### src/rtl/bus_arbiter_pkg.sv
// Shared types for the two-master bus arbiter: region and FSM state enums,
// bus widths and the address-to-region decode.
package bus_pkg;
  localparam int ADDR_W = 20;
  localparam int DATA_W = 32;
  localparam int STRB_W = 4;
  localparam int CNT_W  = 8;

  typedef enum logic [2:0] {RAM, VDP, STATUS, DSP, PAD, FLASH, UNMAPPED} region_e;
  typedef enum logic [1:0] {IDLE, ACCESS, RESP} state_e;

  // Bit 19 wins over the region field, so flash covers the whole upper half.
  function automatic region_e region_of(input logic [ADDR_W-1:0] address);
    region_e r;
    if (address[19]) r = FLASH;
    else begin
      case (address[18:16])
        3'd0:    r = RAM;
        3'd1:    r = VDP;
        3'd2:    r = STATUS;
        3'd3:    r = DSP;
        3'd4:    r = PAD;
        default: r = UNMAPPED;
      endcase
    end
    return r;
  endfunction
endpackage

### src/rtl/bus_arbiter_if.sv
// Master-side requests/responses plus the shared bus toward the region decoder.
interface bus_arbiter_if;
  import bus_pkg::*;
  logic              m0_valid, m1_valid;
  logic [ADDR_W-1:0] m0_address, m1_address;
  logic [STRB_W-1:0] m0_wstrb, m1_wstrb;
  logic [DATA_W-1:0] m0_wdata, m1_wdata;
  logic              m0_ready, m1_ready;
  logic [DATA_W-1:0] m0_rdata, m1_rdata;
  logic              bus_valid;
  logic [ADDR_W-1:0] bus_address;
  logic [STRB_W-1:0] bus_wstrb;
  logic [DATA_W-1:0] bus_wdata;
  logic [DATA_W-1:0] bus_rdata;
  logic              flash_ready;
  logic              grant;
  logic              bus_error;

  modport slave (
    input  m0_valid, m1_valid, m0_address, m1_address, m0_wstrb, m1_wstrb,
           m0_wdata, m1_wdata, bus_rdata, flash_ready,
    output m0_ready, m1_ready, m0_rdata, m1_rdata, bus_valid, bus_address,
           bus_wstrb, bus_wdata, grant, bus_error
  );

  modport master (
    output m0_valid, m1_valid, m0_address, m1_address, m0_wstrb, m1_wstrb,
           m0_wdata, m1_wdata, bus_rdata, flash_ready,
    input  m0_ready, m1_ready, m0_rdata, m1_rdata, bus_valid, bus_address,
           bus_wstrb, bus_wdata, grant, bus_error
  );
endinterface

### src/rtl/bus_arbiter_region_wait.sv
// Combinational address -> (region, initial wait count) lookup.
module bus_region_wait
  import bus_pkg::*;
#(
  parameter int RAM_WAIT      = 0,
  parameter int VDP_WAIT      = 1,
  parameter int STATUS_WAIT   = 0,
  parameter int DSP_WAIT      = 1,
  parameter int PAD_WAIT      = 0,
  parameter int FLASH_TIMEOUT = 255
) (
  input  logic [ADDR_W-1:0] address_i,
  output region_e           region_o,
  output logic [CNT_W-1:0]  wait_o
);
  always_comb begin
    region_o = region_of(address_i);
    wait_o   = '0;
    case (region_o)
      RAM:     wait_o = CNT_W'(RAM_WAIT);
      VDP:     wait_o = CNT_W'(VDP_WAIT);
      STATUS:  wait_o = CNT_W'(STATUS_WAIT);
      DSP:     wait_o = CNT_W'(DSP_WAIT);
      PAD:     wait_o = CNT_W'(PAD_WAIT);
      FLASH:   wait_o = CNT_W'(FLASH_TIMEOUT);
      default: wait_o = '0;
    endcase
  end
endmodule

### src/rtl/bus_arbiter.sv
// Round-robin two-master arbiter with per-region wait states and flash
// completion/timeout; IDLE -> ACCESS -> RESP per transaction.
module bus_arbiter
  import bus_pkg::*;
#(
  parameter int RAM_WAIT      = 0,
  parameter int VDP_WAIT      = 1,
  parameter int STATUS_WAIT   = 0,
  parameter int DSP_WAIT      = 1,
  parameter int PAD_WAIT      = 0,
  parameter int FLASH_TIMEOUT = 255
) (
  input logic         clk,
  input logic         reset_n,
  bus_arbiter_if.slave bus
);
  state_e            state_q, state_d;
  region_e           region_q, region_d, sel_region;
  logic [CNT_W-1:0]  wait_q, wait_d, sel_wait;
  logic              grant_q, grant_d, last_q, last_d, err_q, err_d;
  logic [ADDR_W-1:0] addr_q, addr_d, sel_addr;
  logic [STRB_W-1:0] wstrb_q, wstrb_d;
  logic [DATA_W-1:0] wdata_q, wdata_d, rdata_q, rdata_d;
  logic              pick;

  // On a tie the master not served last wins; otherwise whoever is asking.
  assign pick     = (bus.m0_valid && bus.m1_valid) ? ~last_q : bus.m1_valid;
  assign sel_addr = pick ? bus.m1_address : bus.m0_address;

  bus_region_wait #(
    .RAM_WAIT(RAM_WAIT), .VDP_WAIT(VDP_WAIT), .STATUS_WAIT(STATUS_WAIT),
    .DSP_WAIT(DSP_WAIT), .PAD_WAIT(PAD_WAIT), .FLASH_TIMEOUT(FLASH_TIMEOUT)
  ) u_region (
    .address_i(sel_addr),
    .region_o (sel_region),
    .wait_o   (sel_wait)
  );

  always_ff @(posedge clk or negedge reset_n) begin
    if (!reset_n) begin
      state_q  <= IDLE;
      region_q <= RAM;
      wait_q   <= '0;
      grant_q  <= 1'b0;
      last_q   <= 1'b1;
      err_q    <= 1'b0;
      addr_q   <= '0;
      wstrb_q  <= '0;
      wdata_q  <= '0;
      rdata_q  <= '0;
    end else begin
      state_q  <= state_d;
      region_q <= region_d;
      wait_q   <= wait_d;
      grant_q  <= grant_d;
      last_q   <= last_d;
      err_q    <= err_d;
      addr_q   <= addr_d;
      wstrb_q  <= wstrb_d;
      wdata_q  <= wdata_d;
      rdata_q  <= rdata_d;
    end
  end

  always_comb begin
    state_d  = state_q;
    region_d = region_q;
    wait_d   = wait_q;
    grant_d  = grant_q;
    last_d   = last_q;
    err_d    = err_q;
    addr_d   = addr_q;
    wstrb_d  = wstrb_q;
    wdata_d  = wdata_q;
    rdata_d  = rdata_q;
    case (state_q)
      IDLE: begin
        if (bus.m0_valid || bus.m1_valid) begin
          grant_d  = pick;
          addr_d   = sel_addr;
          wstrb_d  = pick ? bus.m1_wstrb : bus.m0_wstrb;
          wdata_d  = pick ? bus.m1_wdata : bus.m0_wdata;
          region_d = sel_region;
          wait_d   = sel_wait;
          state_d  = ACCESS;
        end
      end
      ACCESS: begin
        case (region_q)
          UNMAPPED: begin
            rdata_d = '0;
            err_d   = 1'b1;
            state_d = RESP;
          end
          FLASH: begin
            // Completion takes priority over a timeout landing in the same cycle.
            if (bus.flash_ready) begin
              rdata_d = bus.bus_rdata;
              state_d = RESP;
            end else if (wait_q == '0) begin
              rdata_d = '0;
              err_d   = 1'b1;
              state_d = RESP;
            end else begin
              wait_d = wait_q - 1'b1;
            end
          end
          default: begin
            if (wait_q != '0) begin
              wait_d = wait_q - 1'b1;
            end else begin
              rdata_d = bus.bus_rdata;
              state_d = RESP;
            end
          end
        endcase
      end
      RESP: begin
        last_d  = grant_q;
        err_d   = 1'b0;
        state_d = IDLE;
      end
      default: state_d = IDLE;
    endcase
  end

  assign bus.bus_valid   = (state_q == ACCESS) && (region_q != UNMAPPED);
  assign bus.bus_address = addr_q;
  assign bus.bus_wstrb   = wstrb_q;
  assign bus.bus_wdata   = wdata_q;
  assign bus.m0_ready    = (state_q == RESP) && !grant_q;
  assign bus.m1_ready    = (state_q == RESP) && grant_q;
  assign bus.m0_rdata    = rdata_q;
  assign bus.m1_rdata    = rdata_q;
  assign bus.bus_error   = (state_q == RESP) && err_q;
  assign bus.grant       = grant_q;
endmodule
### src/flat_wrapper.sv
// flat-port wrapper written by rule: the top's interface ports become plain ports
module bus_arbiter_flat import bus_pkg::*;
#(
  parameter int RAM_WAIT      = 0,
  parameter int VDP_WAIT      = 1,
  parameter int STATUS_WAIT   = 0,
  parameter int DSP_WAIT      = 1,
  parameter int PAD_WAIT      = 0,
  parameter int FLASH_TIMEOUT = 255
)
  (clk, reset_n, bus_m0_valid, bus_m1_valid, bus_m0_address, bus_m1_address, bus_m0_wstrb, bus_m1_wstrb, bus_m0_wdata, bus_m1_wdata, bus_bus_rdata, bus_flash_ready, bus_m0_ready, bus_m1_ready, bus_m0_rdata, bus_m1_rdata, bus_bus_valid, bus_bus_address, bus_bus_wstrb, bus_bus_wdata, bus_grant, bus_bus_error);
  bus_arbiter_if bus_i ();
  input logic clk;
  input logic reset_n;
  input wire logic [$bits(bus_i.m0_valid)-1:0] bus_m0_valid;
  input wire logic [$bits(bus_i.m1_valid)-1:0] bus_m1_valid;
  input wire logic [$bits(bus_i.m0_address)-1:0] bus_m0_address;
  input wire logic [$bits(bus_i.m1_address)-1:0] bus_m1_address;
  input wire logic [$bits(bus_i.m0_wstrb)-1:0] bus_m0_wstrb;
  input wire logic [$bits(bus_i.m1_wstrb)-1:0] bus_m1_wstrb;
  input wire logic [$bits(bus_i.m0_wdata)-1:0] bus_m0_wdata;
  input wire logic [$bits(bus_i.m1_wdata)-1:0] bus_m1_wdata;
  input wire logic [$bits(bus_i.bus_rdata)-1:0] bus_bus_rdata;
  input wire logic [$bits(bus_i.flash_ready)-1:0] bus_flash_ready;
  output wire logic [$bits(bus_i.m0_ready)-1:0] bus_m0_ready;
  output wire logic [$bits(bus_i.m1_ready)-1:0] bus_m1_ready;
  output wire logic [$bits(bus_i.m0_rdata)-1:0] bus_m0_rdata;
  output wire logic [$bits(bus_i.m1_rdata)-1:0] bus_m1_rdata;
  output wire logic [$bits(bus_i.bus_valid)-1:0] bus_bus_valid;
  output wire logic [$bits(bus_i.bus_address)-1:0] bus_bus_address;
  output wire logic [$bits(bus_i.bus_wstrb)-1:0] bus_bus_wstrb;
  output wire logic [$bits(bus_i.bus_wdata)-1:0] bus_bus_wdata;
  output wire logic [$bits(bus_i.grant)-1:0] bus_grant;
  output wire logic [$bits(bus_i.bus_error)-1:0] bus_bus_error;
  assign bus_i.m0_valid = bus_m0_valid;
  assign bus_i.m1_valid = bus_m1_valid;
  assign bus_i.m0_address = bus_m0_address;
  assign bus_i.m1_address = bus_m1_address;
  assign bus_i.m0_wstrb = bus_m0_wstrb;
  assign bus_i.m1_wstrb = bus_m1_wstrb;
  assign bus_i.m0_wdata = bus_m0_wdata;
  assign bus_i.m1_wdata = bus_m1_wdata;
  assign bus_i.bus_rdata = bus_bus_rdata;
  assign bus_i.flash_ready = bus_flash_ready;
  assign bus_m0_ready = bus_i.m0_ready;
  assign bus_m1_ready = bus_i.m1_ready;
  assign bus_m0_rdata = bus_i.m0_rdata;
  assign bus_m1_rdata = bus_i.m1_rdata;
  assign bus_bus_valid = bus_i.bus_valid;
  assign bus_bus_address = bus_i.bus_address;
  assign bus_bus_wstrb = bus_i.bus_wstrb;
  assign bus_bus_wdata = bus_i.bus_wdata;
  assign bus_grant = bus_i.grant;
  assign bus_bus_error = bus_i.bus_error;
  bus_arbiter #(.RAM_WAIT(RAM_WAIT), .VDP_WAIT(VDP_WAIT), .STATUS_WAIT(STATUS_WAIT), .DSP_WAIT(DSP_WAIT), .PAD_WAIT(PAD_WAIT), .FLASH_TIMEOUT(FLASH_TIMEOUT)) u_core (.clk(clk), .reset_n(reset_n), .bus(bus_i));
endmodule
### config.mk
export PLATFORM = sky130hd
export DESIGN_NAME = bus_arbiter_flat
export DESIGN_NICKNAME = d
export VERILOG_FILES = /design/src/rtl/bus_arbiter_pkg.sv /design/src/rtl/bus_arbiter_if.sv /design/src/rtl/bus_arbiter_region_wait.sv /design/src/rtl/bus_arbiter.sv /design/src/flat_wrapper.sv
export SDC_FILE = /design/constraint.sdc
export NUM_CORES = 1
export LEC_CHECK = 0
export ABC_AREA = 1
export CAP_MARGIN = 15
export CORE_ASPECT_RATIO = 0.75
export CORE_MARGIN = 2
export CORE_UTILIZATION = 36
export DETAILED_ROUTE_END_ITERATION = 10
export PLACE_DENSITY = 0.82
export RECOVER_POWER = 100
export SETUP_SLACK_MARGIN = 0.1
export SYNTH_ARGS = -nofsm -noshare
export SYNTH_HDL_FRONTEND = slang
export SYNTH_SLANG_ARGS = --single-unit
### constraint.sdc
create_clock -name clk -period 1.3 [get_ports clk]
set_input_delay 0.13 -clock clk [delete_from_list [all_inputs] [get_ports clk]]
set_output_delay 0.13 -clock clk [all_outputs]
set_load 0.02 [all_outputs]
==> flow_summary_export.csv <==
group,metric,value,unit
critical_path,cp_data_arrival_time,1.82,ns
yosys,yosys-top-cells-count,"184 x nand2_1, 103 x dfrtp_1, 90 x o21ai_0",
sta,setup_violations,106,
layout,diodes,0,
layout,num-nets-final,1092,
floorplan,die_width,142,um
placed_design,io_buffers,273,
yosys,synthTopCellsByArea,"dfrtp_1 50%, nand2_1 13%, o21ai_0 8.8%",
yosys,synth-async-reset-ratio,1.00,
global_routing,antenna_found_initial,0,
floorplan,die_h,107,um
clocking,htree_levels,3,
floorplan,coreArea,0.0138,mm^2
routing,wl,19000,um
clocking,cts-root-buf,"clkbuf_16",
yosys,syn_nets,794,
layout,fin_util,0.639,
yosys,ys_types,30,
critical_path,cp.buffers_inverters,3,
routing,antenna_left,0,
yosys,synthFlopType,"dfrtp_1",
yosys,synth_edf_count,0,
job,cap_violations,0,
critical_path,cpMostUsedCell,"nand2_1",
routing,first_iter_violations,340,
routing,vias,5530,
sta,worst_pin_slew,0.505,ns
routing,route.detailed.drc,0,
yosys,synth_top_area_share,0.501,
critical_path,cpPeakStageDelay,0.41,ns
floorplan,initial_core_util,0.371,
global_routing,grt_start_max_net_pins,53,
clocking,clock_latency,0.35,ns
clocking,clock-sinks,104,
placed_design,routabilityCongestion,0.798,
global_routing,grt.total_usage,0.244,
sta,period_share,1.21,
routing,vias_per_cell,4.95,
critical_path,startpoint_type,"register",
sta,rsz0062_at_grt,"yes",
routing,drtPass1Iterations,4,
yosys,synth_cells,640,
floorplan,die_area,0.0153,mm^2
critical_path,cp-end-kind,"register",
yosys,yosysWarnings,0,
critical_path,worstPathCellList,"inv_2, ha_4, inv_4, buf_6, nor3_2, nand2_2, nand3_4, nor2_4, nand2_1, nand2_1",
power_and_ir_drop,p_per_area,2500,mW/mm^2
clocking,cts_tree,"done",
sta,final_max_slew_viol_count,0,
status,violations,"setup timing",
yosys,synth_most_common_cell,"nand2_1",
placed_design,dp_hpwl,12500,um
yosys,synth-seq-cells,104,
global_routing,grt_pass1_vias,5809,
clocking,cts_buffers,9,
layout,drive_above_1_share,0.217,
yosys,avgSynthCellArea,8.03,um^2
sta,max_freq,635,MHz
floorplan,ioPinCount,274,
routing,wl_per_cell,17.0,um
clocking,clk_pin_slew,0.08,ns
floorplan,core.rowCount,37,
yosys,synth_top_area_cell,"dfrtp_1",
status,status,"finished with violations",
sta,relSlewSlack,0.663,
sta,layout_min_cycle_time,1.57,ns
critical_path,slowest_stage,"dfrtp_1",
placed_design,dp_slack,-0.354,ns
critical_path,setup.worst_path.class,"register to register",
global_routing,grt_overflow,0,
layout,area_growth,72.1,%
hold_path,hold_path_class,"primary input to asynchronous set/reset pin",
sta,hold_violations,0,
yosys,seq_area_frac_synth,0.507,
power_and_ir_drop,power_leakage,4.06,nW
critical_path,cp_max_fo,7,
critical_path,worstPathRequired,1.55,ns
sta,setup_slack,-0.274,ns
critical_path,cp_top_family,"simple AND/OR/NAND/NOR gates",
sta,fin_skew,0.0103,ns
global_routing,grt_pass1_wl,29300,um
power_and_ir_drop,vdd_drop_max,1.13,mV
clocking,clock_path_buffers,2,
yosys,synthesis.area,0.00514,mm^2
## sequential cells by signal, indices dropped and copies added (netlist names)
name and count:
u_core.last_q 1, u_core.state_q 2, u_core.bus.bus_wdata 32, u_core.bus.m0_rdata 32, u_core.bus.bus_address 20, u_core.bus.grant 1, u_core.bus.bus_wstrb 4, u_core.wait_q 8
u_core.region_q 3, u_core.err_q 1
## worst paths after layout
path,end,cells after the start,slack [ns],from
max,u_core.wait_q[6],10,-0.27,u_core.state_q[1]
min,u_core.bus.m0_rdata[11],2,0.24,reset_n
max reg2reg,u_core.wait_q[6],10,-0.27,u_core.state_q[1]
min reg2reg,u_core.last_q,2,0.49,u_core.last_q
max in group asynchronous,u_core.bus.bus_address[7],3,0.20,reset_n
min in group clk,u_core.bus.m0_rdata[0],3,0.33,bus_bus_rdata[0]
## what timing repair did
item                                    4_1_cts  5_1_grt
hold buffers                                  1        0
buffers inserted                             18        8
endpoints found under the setup margin      228      198
gates cloned                                  7        4
pin swaps                                    36       13
resized for setup                           424      135
endpoints found under the hold margin       104        0
## through the flow
stage	hold slack (ns)	cells	TNS [ns]	power (mW)	area, um^2
after floorplan	-0.166	640	-0.539	12.6	5250
after global placement	-0.0304	1072	-22.62	17.8	8260
after detailed placement	-0.0263	1072	-26.25	18.1	8260
after CTS	0.136	1114	-11.94	22.4	9220
after global routing	0.287	1118	-20.25	23.5	8850
final	0.243	1118	-13.73	22.1	8850
## layout by cell type, fill, tap and decap left out, drive strengths merged, types with 2 or more instances in the layout
cell type      instances
a21oi                  3
clkinv                 2
buf                   79
nand2                189
clkdlybuf4s15          9
nor2                  72
o21bai                 2
clkbuf                91
ha                     5
dfrtp                103
dlygate4sd2           31
clkdlybuf4s50        147
clkdlybuf4s25          3
inv                   28
nand3                 19
o21ai                150
## per-layer routing
layer / routed length, um / track usage / share of wire / up-vias
met4: 329 / 0.0721 / 0.017 / 0
met5: 0 / 0 / 0 / -
met2: 9700 / 0.438 / 0.51 / 212
met3: 1570 / 0.0854 / 0.083 / 27
met1: 7400 / 0.275 / 0.39 / 2642
li1: - / - / - / 2649
## area by class of cell
class | count | area [um^2]
multi-input cells | 447 | 2410
inverters | 24 | 100
well taps | 175 | 219
repair buffers | 352 | 3200
fillers | 1210 | 5000
clock buffers | 9 | 225
clock inverters | 7 | 86.3
flip-flops and latches | 104 | 2600
## where the power goes
part / switching, mW / internal (mW) / total (mW)
sequential: 1.04 / 4.78 / 5.82
clock: 1.38 / 1.54 / 2.92
combinational: 7.70 / 5.65 / 13.4
total: 10.1 / 12.0 / 22.1
## logic make-up after synthesis
group,count (synthesis),share of synthesized area
fa+ha+maj,5,0.0122
flops,104,0.507
simple gates,285,0.222
compound gates,157,0.164
buf+inv,89,0.0962
(Power assumes the default switching activity.)
